File: config.mk
export PLATFORM = sky130hd
export DESIGN_NAME = sync_fifo_flat
export DESIGN_NICKNAME = d
export VERILOG_FILES = /design/src/rtl/sync_fifo_if.sv /design/src/rtl/sync_fifo.sv /design/src/flat_wrapper.sv
export SDC_FILE = /design/constraint.sdc
export NUM_CORES = 1
export LEC_CHECK = 0
export CORE_MARGIN = 2
export CORE_UTILIZATION = 50
export CTS_CLUSTER_SIZE = 8
export DETAILED_ROUTE_END_ITERATION = 10
export PLACE_DENSITY = 0.71
export SYNTH_ARGS = -nofsm -noshare
export SYNTH_HDL_FRONTEND = slang
export SYNTH_SLANG_ARGS = --single-unit
File: constraint.sdc
create_clock -name i_clk -period 3.45 [get_ports i_clk]
set_input_delay 0.69 -clock i_clk [delete_from_list [all_inputs] [get_ports i_clk]]
set_output_delay 0.69 -clock i_clk [all_outputs]
set_load 0.01 [all_outputs]
File: src/rtl/sync_fifo_if.sv
// sync_fifo_if: handshake and status bundle for sync_fifo.
//   slave  modport - FIFO side (consumes requests, drives data/status)
//   master modport - user side (drives requests, consumes data/status)
// Signals: i_clr, i_wdata, i_w_en, i_r_en in; o_rdata, o_rvalid,
// o_wfull_flag, o_rempty_flag, o_almost_full, o_almost_empty, o_count,
// o_overflow, o_underflow out (directions as seen by the FIFO).
interface sync_fifo_if #(
    parameter int DATASIZE = 8,
    parameter int ADDRSIZE = 4
);
    logic                i_clr;
    logic [DATASIZE-1:0] i_wdata;
    logic                i_w_en;
    logic                i_r_en;
    logic [DATASIZE-1:0] o_rdata;
    logic                o_rvalid;
    logic                o_wfull_flag;
    logic                o_rempty_flag;
    logic                o_almost_full;
    logic                o_almost_empty;
    logic [ADDRSIZE:0]   o_count;
    logic                o_overflow;
    logic                o_underflow;

    modport slave (
        input  i_clr, i_wdata, i_w_en, i_r_en,
        output o_rdata, o_rvalid, o_wfull_flag, o_rempty_flag,
               o_almost_full, o_almost_empty, o_count, o_overflow, o_underflow
    );

    modport master (
        output i_clr, i_wdata, i_w_en, i_r_en,
        input  o_rdata, o_rvalid, o_wfull_flag, o_rempty_flag,
               o_almost_full, o_almost_empty, o_count, o_overflow, o_underflow
    );
endinterface

File: src/rtl/sync_fifo.sv
// sync_fifo: single-clock FIFO, DEPTH = 2**ADDRSIZE words of DATASIZE bits.
// Ports:
//   i_clk - clock, rising edge
//   i_rst - asynchronous active-high reset
//   bus   - sync_fifo_if.slave (requests in, data and registered status out)
// FWFT=0 gives a registered read (data one cycle after the accepted read,
// o_rvalid pulses with it); FWFT=1 presents the head word while non-empty.
// All status outputs are registered from the next-state values, so they
// describe the FIFO right after each edge. Overflow/underflow are sticky
// until i_clr or i_rst.
module sync_fifo #(
    parameter int DATASIZE  = 8,
    parameter int ADDRSIZE  = 4,
    parameter int AFULL_TH  = 14,
    parameter int AEMPTY_TH = 2,
    parameter int FWFT      = 0
) (
    input  logic      i_clk,
    input  logic      i_rst,
    sync_fifo_if.slave bus
);
    localparam int DEPTH = 2 ** ADDRSIZE;
    localparam int PW    = ADDRSIZE + 1;

    logic [DATASIZE-1:0] mem [DEPTH];
    logic [PW-1:0]       wptr, rptr, cnt;
    logic [PW-1:0]       wptr_nxt, rptr_nxt, cnt_nxt;
    logic                wr_acc, rd_acc, full_nxt, empty_nxt;

    // Acceptance uses the registered (pre-edge) flags, so a read cannot
    // free space for a same-cycle write, nor a write feed a same-cycle read.
    always_comb begin
        wr_acc   = bus.i_w_en && !bus.o_wfull_flag  && !bus.i_clr;
        rd_acc   = bus.i_r_en && !bus.o_rempty_flag && !bus.i_clr;
        wptr_nxt = wptr;
        rptr_nxt = rptr;
        cnt_nxt  = cnt;
        if (bus.i_clr) begin
            wptr_nxt = '0;
            rptr_nxt = '0;
            cnt_nxt  = '0;
        end else begin
            wptr_nxt = wptr + PW'(wr_acc);
            rptr_nxt = rptr + PW'(rd_acc);
            cnt_nxt  = cnt + PW'(wr_acc) - PW'(rd_acc);
        end
        // Pointers run modulo 2*DEPTH: the extra MSB tells full from empty.
        empty_nxt = (wptr_nxt == rptr_nxt);
        full_nxt  = (wptr_nxt[PW-1] != rptr_nxt[PW-1]) &&
                    (wptr_nxt[PW-2:0] == rptr_nxt[PW-2:0]);
    end

    always_ff @(posedge i_clk or posedge i_rst) begin
        if (i_rst) begin
            wptr               <= '0;
            rptr               <= '0;
            cnt                <= '0;
            bus.o_wfull_flag   <= 1'b0;
            bus.o_rempty_flag  <= 1'b1;
            bus.o_almost_full  <= 1'b0;
            bus.o_almost_empty <= 1'b1;
            bus.o_overflow     <= 1'b0;
            bus.o_underflow    <= 1'b0;
        end else begin
            wptr               <= wptr_nxt;
            rptr               <= rptr_nxt;
            cnt                <= cnt_nxt;
            bus.o_wfull_flag   <= full_nxt;
            bus.o_rempty_flag  <= empty_nxt;
            bus.o_almost_full  <= (cnt_nxt >= PW'(AFULL_TH));
            bus.o_almost_empty <= (cnt_nxt <= PW'(AEMPTY_TH));
            if (bus.i_clr) begin
                bus.o_overflow  <= 1'b0;
                bus.o_underflow <= 1'b0;
            end else begin
                if (bus.i_w_en && bus.o_wfull_flag)  bus.o_overflow  <= 1'b1;
                if (bus.i_r_en && bus.o_rempty_flag) bus.o_underflow <= 1'b1;
            end
        end
    end

    assign bus.o_count = cnt;

    // Storage is deliberately not reset; the pointers define what is valid.
    always_ff @(posedge i_clk) begin
        if (wr_acc) mem[wptr[PW-2:0]] <= bus.i_wdata;
    end

    generate
        if (FWFT == 0) begin : g_std
            always_ff @(posedge i_clk or posedge i_rst) begin
                if (i_rst) begin
                    bus.o_rdata  <= '0;
                    bus.o_rvalid <= 1'b0;
                end else begin
                    bus.o_rvalid <= rd_acc;
                    if (rd_acc) bus.o_rdata <= mem[rptr[PW-2:0]];
                end
            end
        end else begin : g_fwft
            // Gate with empty so stale/unreset storage never shows up on the bus.
            assign bus.o_rdata  = bus.o_rempty_flag ? '0 : mem[rptr[PW-2:0]];
            assign bus.o_rvalid = !bus.o_rempty_flag;
        end
    endgenerate
endmodule

File: src/flat_wrapper.sv
// flat-port wrapper written by rule: the top's interface ports become plain ports
module sync_fifo_flat 
#(
    parameter int DATASIZE  = 8,
    parameter int ADDRSIZE  = 4,
    parameter int AFULL_TH  = 14,
    parameter int AEMPTY_TH = 2,
    parameter int FWFT      = 0
)
  (i_clk, i_rst, bus_i_clr, bus_i_wdata, bus_i_w_en, bus_i_r_en, bus_o_rdata, bus_o_rvalid, bus_o_wfull_flag, bus_o_rempty_flag, bus_o_almost_full, bus_o_almost_empty, bus_o_count, bus_o_overflow, bus_o_underflow);
  sync_fifo_if #(.DATASIZE(DATASIZE), .ADDRSIZE(ADDRSIZE)) bus_i ();
  input  logic i_clk;
  input  logic i_rst;
  input wire logic [$bits(bus_i.i_clr)-1:0] bus_i_clr;
  input wire logic [$bits(bus_i.i_wdata)-1:0] bus_i_wdata;
  input wire logic [$bits(bus_i.i_w_en)-1:0] bus_i_w_en;
  input wire logic [$bits(bus_i.i_r_en)-1:0] bus_i_r_en;
  output wire logic [$bits(bus_i.o_rdata)-1:0] bus_o_rdata;
  output wire logic [$bits(bus_i.o_rvalid)-1:0] bus_o_rvalid;
  output wire logic [$bits(bus_i.o_wfull_flag)-1:0] bus_o_wfull_flag;
  output wire logic [$bits(bus_i.o_rempty_flag)-1:0] bus_o_rempty_flag;
  output wire logic [$bits(bus_i.o_almost_full)-1:0] bus_o_almost_full;
  output wire logic [$bits(bus_i.o_almost_empty)-1:0] bus_o_almost_empty;
  output wire logic [$bits(bus_i.o_count)-1:0] bus_o_count;
  output wire logic [$bits(bus_i.o_overflow)-1:0] bus_o_overflow;
  output wire logic [$bits(bus_i.o_underflow)-1:0] bus_o_underflow;
  assign bus_i.i_clr = bus_i_clr;
  assign bus_i.i_wdata = bus_i_wdata;
  assign bus_i.i_w_en = bus_i_w_en;
  assign bus_i.i_r_en = bus_i_r_en;
  assign bus_o_rdata = bus_i.o_rdata;
  assign bus_o_rvalid = bus_i.o_rvalid;
  assign bus_o_wfull_flag = bus_i.o_wfull_flag;
  assign bus_o_rempty_flag = bus_i.o_rempty_flag;
  assign bus_o_almost_full = bus_i.o_almost_full;
  assign bus_o_almost_empty = bus_i.o_almost_empty;
  assign bus_o_count = bus_i.o_count;
  assign bus_o_overflow = bus_i.o_overflow;
  assign bus_o_underflow = bus_i.o_underflow;
  sync_fifo #(.DATASIZE(DATASIZE), .ADDRSIZE(ADDRSIZE), .AFULL_TH(AFULL_TH), .AEMPTY_TH(AEMPTY_TH), .FWFT(FWFT)) u_core (.i_clk(i_clk), .i_rst(i_rst), .bus(bus_i));
endmodule
Word level (Yosys, flattened, before mapping)
Memories as Yosys holds them, arrays and structs flattened. A register that Yosys moved wholly into a read port is not among the register bits.
Index checks and enable logic that the tools add are counted.
- add/subtract/negate cells: 4
- order comparisons: 2
- eq/ne operators: 3
- muxes and demuxes: 9
- reduce and logical (&&, ||, !) cells: 12
- operator list (operator ; number):
    $add 5x1->5 ; 3
    $mux 5 ; 3
    $logic_and 1x1->1 ; 7
    $mux 1 ; 6
    $eq 5x5->1 ; 1
    $ge 5x4->1 const B ; 1
    $le 5x2->1 const B ; 1
    $sub 5x1->5 ; 1
    $eq 4x4->1 ; 1
    $reduce_bool 2->1 ; 2
    $logic_not 1->1 ; 3
    $ne 1x1->1 ; 1
- bits in registers: 22
- memory bits (writable): 128
- input bits: 13
- output and inout port bits: 20
- word-level logic and storage cells: 41
- memories kept: 1
- memory list (memory ; depth ; width ; rd ports ; clocked after Yosys merged registers in ; write ports ; RTL line ; source):
    u_core.mem ; 16 ; 8 ; 1 ; 1 ; 1 ; sync_fifo.sv:25 ; logic [DATASIZE-1:0] mem [DEPTH];

Logic depth before layout (Yosys ltp)
- depth in word-level cells: 7
- gate-level depth with buffers: 12
- depth with buffers taken out: 10

Least setup slack after synthesis
No wires, ideal clock.
- kind: input to register
- from: input port bus_i_clr
- to: register u_core.bus.o_almost_empty
- setup time: 0.122 ns
- arrival time: 2.976 ns
- required time: 3.328 ns
- slack: 0.353 ns
- stages: 10
- buffers on the path: 2
- cells stage by stage: or3b_2 -> buf_2 -> clkbuf_1 -> or2_2 -> fa_1 -> a21o_1 -> a21oi_1 -> xnor2_1 -> nor2_1 -> a2111oi_0
- longest elaborated chain between the ends: 6
- elaborated cells on any way between the ends: 7
- those cells by class: add/sub (2); order compare (1); mux (1); reduce/logical (3)
- RTL lines (item ; RTL line ; source):
    start: declaration ; flat_wrapper.sv:14 ; input wire logic [$bits(bus_i.i_clr)-1:0] bus_i_clr;
    $logic_not 1->1 ; sync_fifo.sv:33, sync_fifo.sv:34 ;
    $logic_and 1x1->1 ; sync_fifo.sv:33 ; wr_acc = bus.i_w_en && !bus.o_wfull_flag && !bus.i_clr;
    $add 5x1->5 ; sync_fifo.sv:45 ; cnt_nxt = cnt + PW'(wr_acc) - PW'(rd_acc);
    $sub 5x1->5 ; sync_fifo.sv:45 ;
    $mux 5 (*) ; sync_fifo.sv:38 ; if (bus.i_clr) begin
    via u_core.cnt_nxt[4] ; sync_fifo.sv:27 ; logic [PW-1:0] wptr_nxt, rptr_nxt, cnt_nxt;
    $le 5x2->1 (*) ; sync_fifo.sv:71 ; bus.o_almost_empty <= (cnt_nxt <= PW'(AEMPTY_TH));
    end signal: assignment ; sync_fifo.sv:71 ;
    end: declaration ; sync_fifo_if.sv:28 ; o_almost_full, o_almost_empty, o_count, o_overflow, o_underflow
Mark *: on every way through the listed nets, which the timed path passes. The rest lies on a longest branch.
A chain may end at the register's enable or synchronous reset.

Final worst setup path
- from: input port bus_i_r_en
- to: register u_core.bus.o_almost_empty
- longest elaborated chain between the ends: 5
- RTL lines (item ; RTL line ; source):
    start: declaration ; flat_wrapper.sv:17 ; input wire logic [$bits(bus_i.i_r_en)-1:0] bus_i_r_en;
    $logic_and 1x1->1 (2 in a row) ; sync_fifo.sv:34 ; rd_acc = bus.i_r_en && !bus.o_rempty_flag && !bus.i_clr;
    $sub 5x1->5 ; sync_fifo.sv:45 ;
    $mux 5 ; sync_fifo.sv:38 ;
    via u_core.cnt_nxt[4] ; sync_fifo.sv:27 ;
    $le 5x2->1 ; sync_fifo.sv:71 ;
The timed path passes the listed nets, and every way through them passes these cells.

==> results.py <==
metrics = {
    "status": {
        "outcome": "finished, final reports clean",
    },
    "power": {
        "comb_power_share_pct": 13.3,
        "switching_power_uw": 1030,
        "intPower_uw": 3490,
        "finalPower_uw": 4520,
        "p_leak_uw": 0.00257,
        "power_frac_seq_pct": 49.6,
        "peakVddDrop_mv": 0.341,
        "clkPwrFrac_pct": 37.1,
        "switching_share_pct": 22.8,
        "cellPowerDensity_mw_per_mm2": 601,
    },
    "finish": {
        "drive_gt1_share_pct": 21.9,
        "nNetsFinal": 419,
        "diodes": 0,
        "synthToLayoutAreaGrowth_pct": 18.2,
        "fin_cells": 583,
        "design_area_mm2": 0.00752,
    },
    "floorplanning": {
        "core-area_mm2": 0.0125,
        "row_count": 41,
        "fp.dieH_um": 117,
        "dieArea_mm2": 0.0136,
        "chipWidth_um": 117,
        "io-pin-count": 33,
        "initial_core_util_pct": 50.8,
    },
    "logic_synthesis": {
        "syn_area_per_cell_um2": 18.8,
        "yosysUniqueCellTypes": 37,
        "synth-edff-count": 128,
        "ys_warn_count": 0,
        "synth.net_count": 360,
        "ys_ff_latch": 158,
        "ys_seq_area_share_pct": 72.3,
        "synth-main-ff-cell": "edfxtp_1",
        "synthArstFlopShare_pct": 19.0,
        "syn-instance-count": 339,
        "syn_area_mm2": 0.00636,
    },
    "grt": {
        "grt_pass1_wl_mm": 18.9,
        "grt_antenna_before_repair": 0,
        "grt_max_degree": 25,
        "grt_pass1_vias": 3309,
        "track_usage_pct": 19.8,
        "overflow": 0,
    },
    "cts": {
        "clkTransAtPathRegs_ns": 0.06,
        "root_buffer": "clkbuf_16",
        "cts_hold_buf": 0,
        "cts_buffers": 17,
        "clock_path_buffers": 2,
        "clock_latency_ns": 0.42,
        "cts_resized": 0,
        "tritoncts": "done",
        "cts_max_level": 4,
        "cts.sinks": 158,
        "cts_setup_buffers": 0,
    },
    "timing": {
        "fin_tns_setup_ns": 0,
        "final_hold_viol_count": 0,
        "worstMarginPinSlew_ns": 1.16,
        "hold_slack_ns": 0.487,
        "rsz0062_at_grt": "no",
        "setup_violations": 0,
        "min_period_ns": 3.04,
        "fmax_mhz": 328,
        "fin_crit_sh_pct": 88.3,
        "max_slew_margin_pct": 22.8,
        "drv_slew": 0,
        "fin_worst_skew_ns": 0.00538,
    },
    "route": {
        "wire_per_inst_um": 20.6,
        "finalWirelength_mm": 12.0,
        "drc": 0,
        "via_per_inst": 5.52,
        "num_vias": 3221,
        "drt_iter0_markers": 301,
        "dr.pass1.iters": 4,
        "ant_nets": 0,
    },
    "hold_path": {
        "worstHoldPathType": "reg -> reg",
    },
    "placed_design": {
        "gp_congestion": 0.817,
        "placed_cells": 551,
        "port_buffers": 32,
        "place_hpwl_mm": 7.69,
        "dpl_cell_area_mm2": 0.00699,
    },
    "worst_setup_path": {
        "cp_max_fo": 3,
        "cp-endpoint": "u_core.bus.o_almost_empty$_DFF_PP1_",
        "slowest_stage": "or3b_2",
        "slowest_delay_ns": 0.50,
        "crit_type": "in -> reg",
        "required_ns": 3.74,
        "cp-end-kind": "flip-flop",
        "cp.arrival_ns": 3.33,
        "startpoint": "bus_i_r_en",
        "regToRegStartpoint": "u_core.bus.o_rempty_flag$_DFF_PP1_",
        "cp-start-kind": "input port",
        "rrSetupSlack_ns": 0.78,
        "reg2reg_depth": 8,
        "worstReg2RegEnd": "u_core.bus.o_almost_empty$_DFF_PP1_",
        "crit_chain": "clkdlybuf4s50_1 > or3b_2 > or2_2 > fa_1 > a21o_1 > a21oi_1 > xnor2_1 > nor2_1 > a2111oi_0",
    },
    "run": {
        "drv_cap": 0,
    },
}
## metrics by stage
stage | util [%] | setup slack (ns)
after floorplan | - | 0.353
after global placement | 55.8 | 0.0742
after detailed placement | 55.8 | 0.0213
after CTS | 60.1 | 0.461
after global routing | 60.1 | 0.315
final | 60.1 | 0.405
## layer usage
metal / up-vias / share of wire [%] / GRT usage, %
met2: 96 / 51 / 32.2
met3: 22 / 4.7 / 5.15
met5: - / 0 / 0
met4: 0 / 2.0 / 8.24
met1: 1644 / 43 / 25.9
li1: 1459 / - / -
## cell usage in the layout, fill, tap and decap left out, drive strengths merged, types with 3 or more instances in the layout
cell           count
edfxtp           128
clkdlybuf4s50     32
mux4              31
nor2              28
dfrtp             28
buf               26
clkbuf            20
nor3              11
mux2i              9
xnor2              9
nor2b              8
clkinv             8
mux2               7
a221o              7
ha                 7
inv                7
a21oi              6
xor2               6
nand3              5
nand3b             3
nand2              3
## cells by family after synthesis
kind of cell | after synthesis | share of synthesized area [%]
and+or+nand+nor | 66 | 5.12
xor gates and xnor gates | 16 | 2.44
DFF | 158 | 72.3
muxes | 47 | 14.0
buffers and inverters | 24 | 2.03
adders and majority gates | 8 | 1.69
AOI/OAI and AO/OA | 20 | 2.46
## final cells by class
type	count	area [um2]
Fill cell	962	5000
Sequential cell	158	4600
Multi-Input combinational cell	157	1630
Timing Repair Buffer	58	515
Clock buffer	20	437
Tap cell	172	215
Clock inverter	12	96.3
Inverter	6	22.5
## flip-flops by register name (all words and copies together) (netlist names)
signal                     flops
u_core.bus.o_wfull_flag        1
u_core.wptr                    5
u_core.rptr                    5
u_core.bus.o_rempty_flag       1
u_core.bus.o_overflow          1
u_core.mem                   128
u_core.bus.o_rvalid            1
u_core.bus.o_almost_full       1
u_core.bus.o_almost_empty      1
u_core.bus.o_count             5
u_core.bus.o_underflow         1
u_core.bus.o_rdata             8
## power by group through the flow
stage	clock [uW]	combinational [uW]	sequential [uW]
after floorplan	0	334	2280
after global placement	0	593	2280
after detailed placement	0	603	2280
after CTS	1710	605	2240
after global routing	1800	656	2250
final	1680	600	2240
## worst min-delay path by stage
stage	from	to	slack, ns	depth (start not counted)
4_1_cts	u_core.bus.o_underflow$_DFFE_PP0P_	u_core.bus.o_underflow$_DFFE_PP0P_	0.50	2
3_5_place_dp	u_core.bus.o_underflow$_DFFE_PP0P_	u_core.bus.o_underflow$_DFFE_PP0P_	0.48	2
6_report	u_core.bus.o_underflow$_DFFE_PP0P_	u_core.bus.o_underflow$_DFFE_PP0P_	0.49	2
5_1_grt	u_core.bus.o_underflow$_DFFE_PP0P_	u_core.bus.o_underflow$_DFFE_PP0P_	0.53	2
3_3_place_gp	u_core.bus.o_overflow$_DFFE_PP0P_	u_core.bus.o_overflow$_DFFE_PP0P_	0.48	2
2_1_floorplan	u_core.bus.o_overflow$_DFFE_PP0P_	u_core.bus.o_overflow$_DFFE_PP0P_	0.53	2
## worst max-delay path: cells and delay by family
| kind | cells | cell delay (ns) |
|---|---|---|
| and+or+nand+nor | 3 | 0.91 |
| AOI/OAI and AO/OA | 3 | 0.68 |
| buffers and inverters | 1 | 0.49 |
| adders and majority gates | 1 | 0.43 |
| xor gates and xnor gates | 1 | 0.13 |
## cells in the mapped netlist, types with 2 or more instances
library cell / instances / area (um2)
a221o_1: 7 / 70.1
buf_1: 2 / 7.51
dfrtp_1: 28 / 701
a21o_1: 2 / 15.0
mux4_1: 6 / 158
a2111oi_0: 2 / 17.5
xnor2_1: 9 / 78.8
edfxtp_1: 128 / 3840
or3b_2: 2 / 17.5
nand3_1: 5 / 25.0
nand3b_1: 3 / 22.5
a21oi_1: 6 / 30.0
clkbuf_1: 4 / 15.0
dfstp_2: 2 / 52.6
nand2_1: 3 / 11.3
nand2b_1: 2 / 12.5
nor3_1: 11 / 55.1
and2_1: 2 / 12.5
inv_1: 6 / 22.5
nor2b_1: 8 / 50.1
nor2_1: 28 / 105
xor2_1: 6 / 52.6
mux2_2: 7 / 78.8
buf_2: 9 / 45.0
mux2i_1: 9 / 90.1
mux4_2: 25 / 563
ha_1: 7 / 87.6
Note: power is estimated with default switching activity, not from simulation.
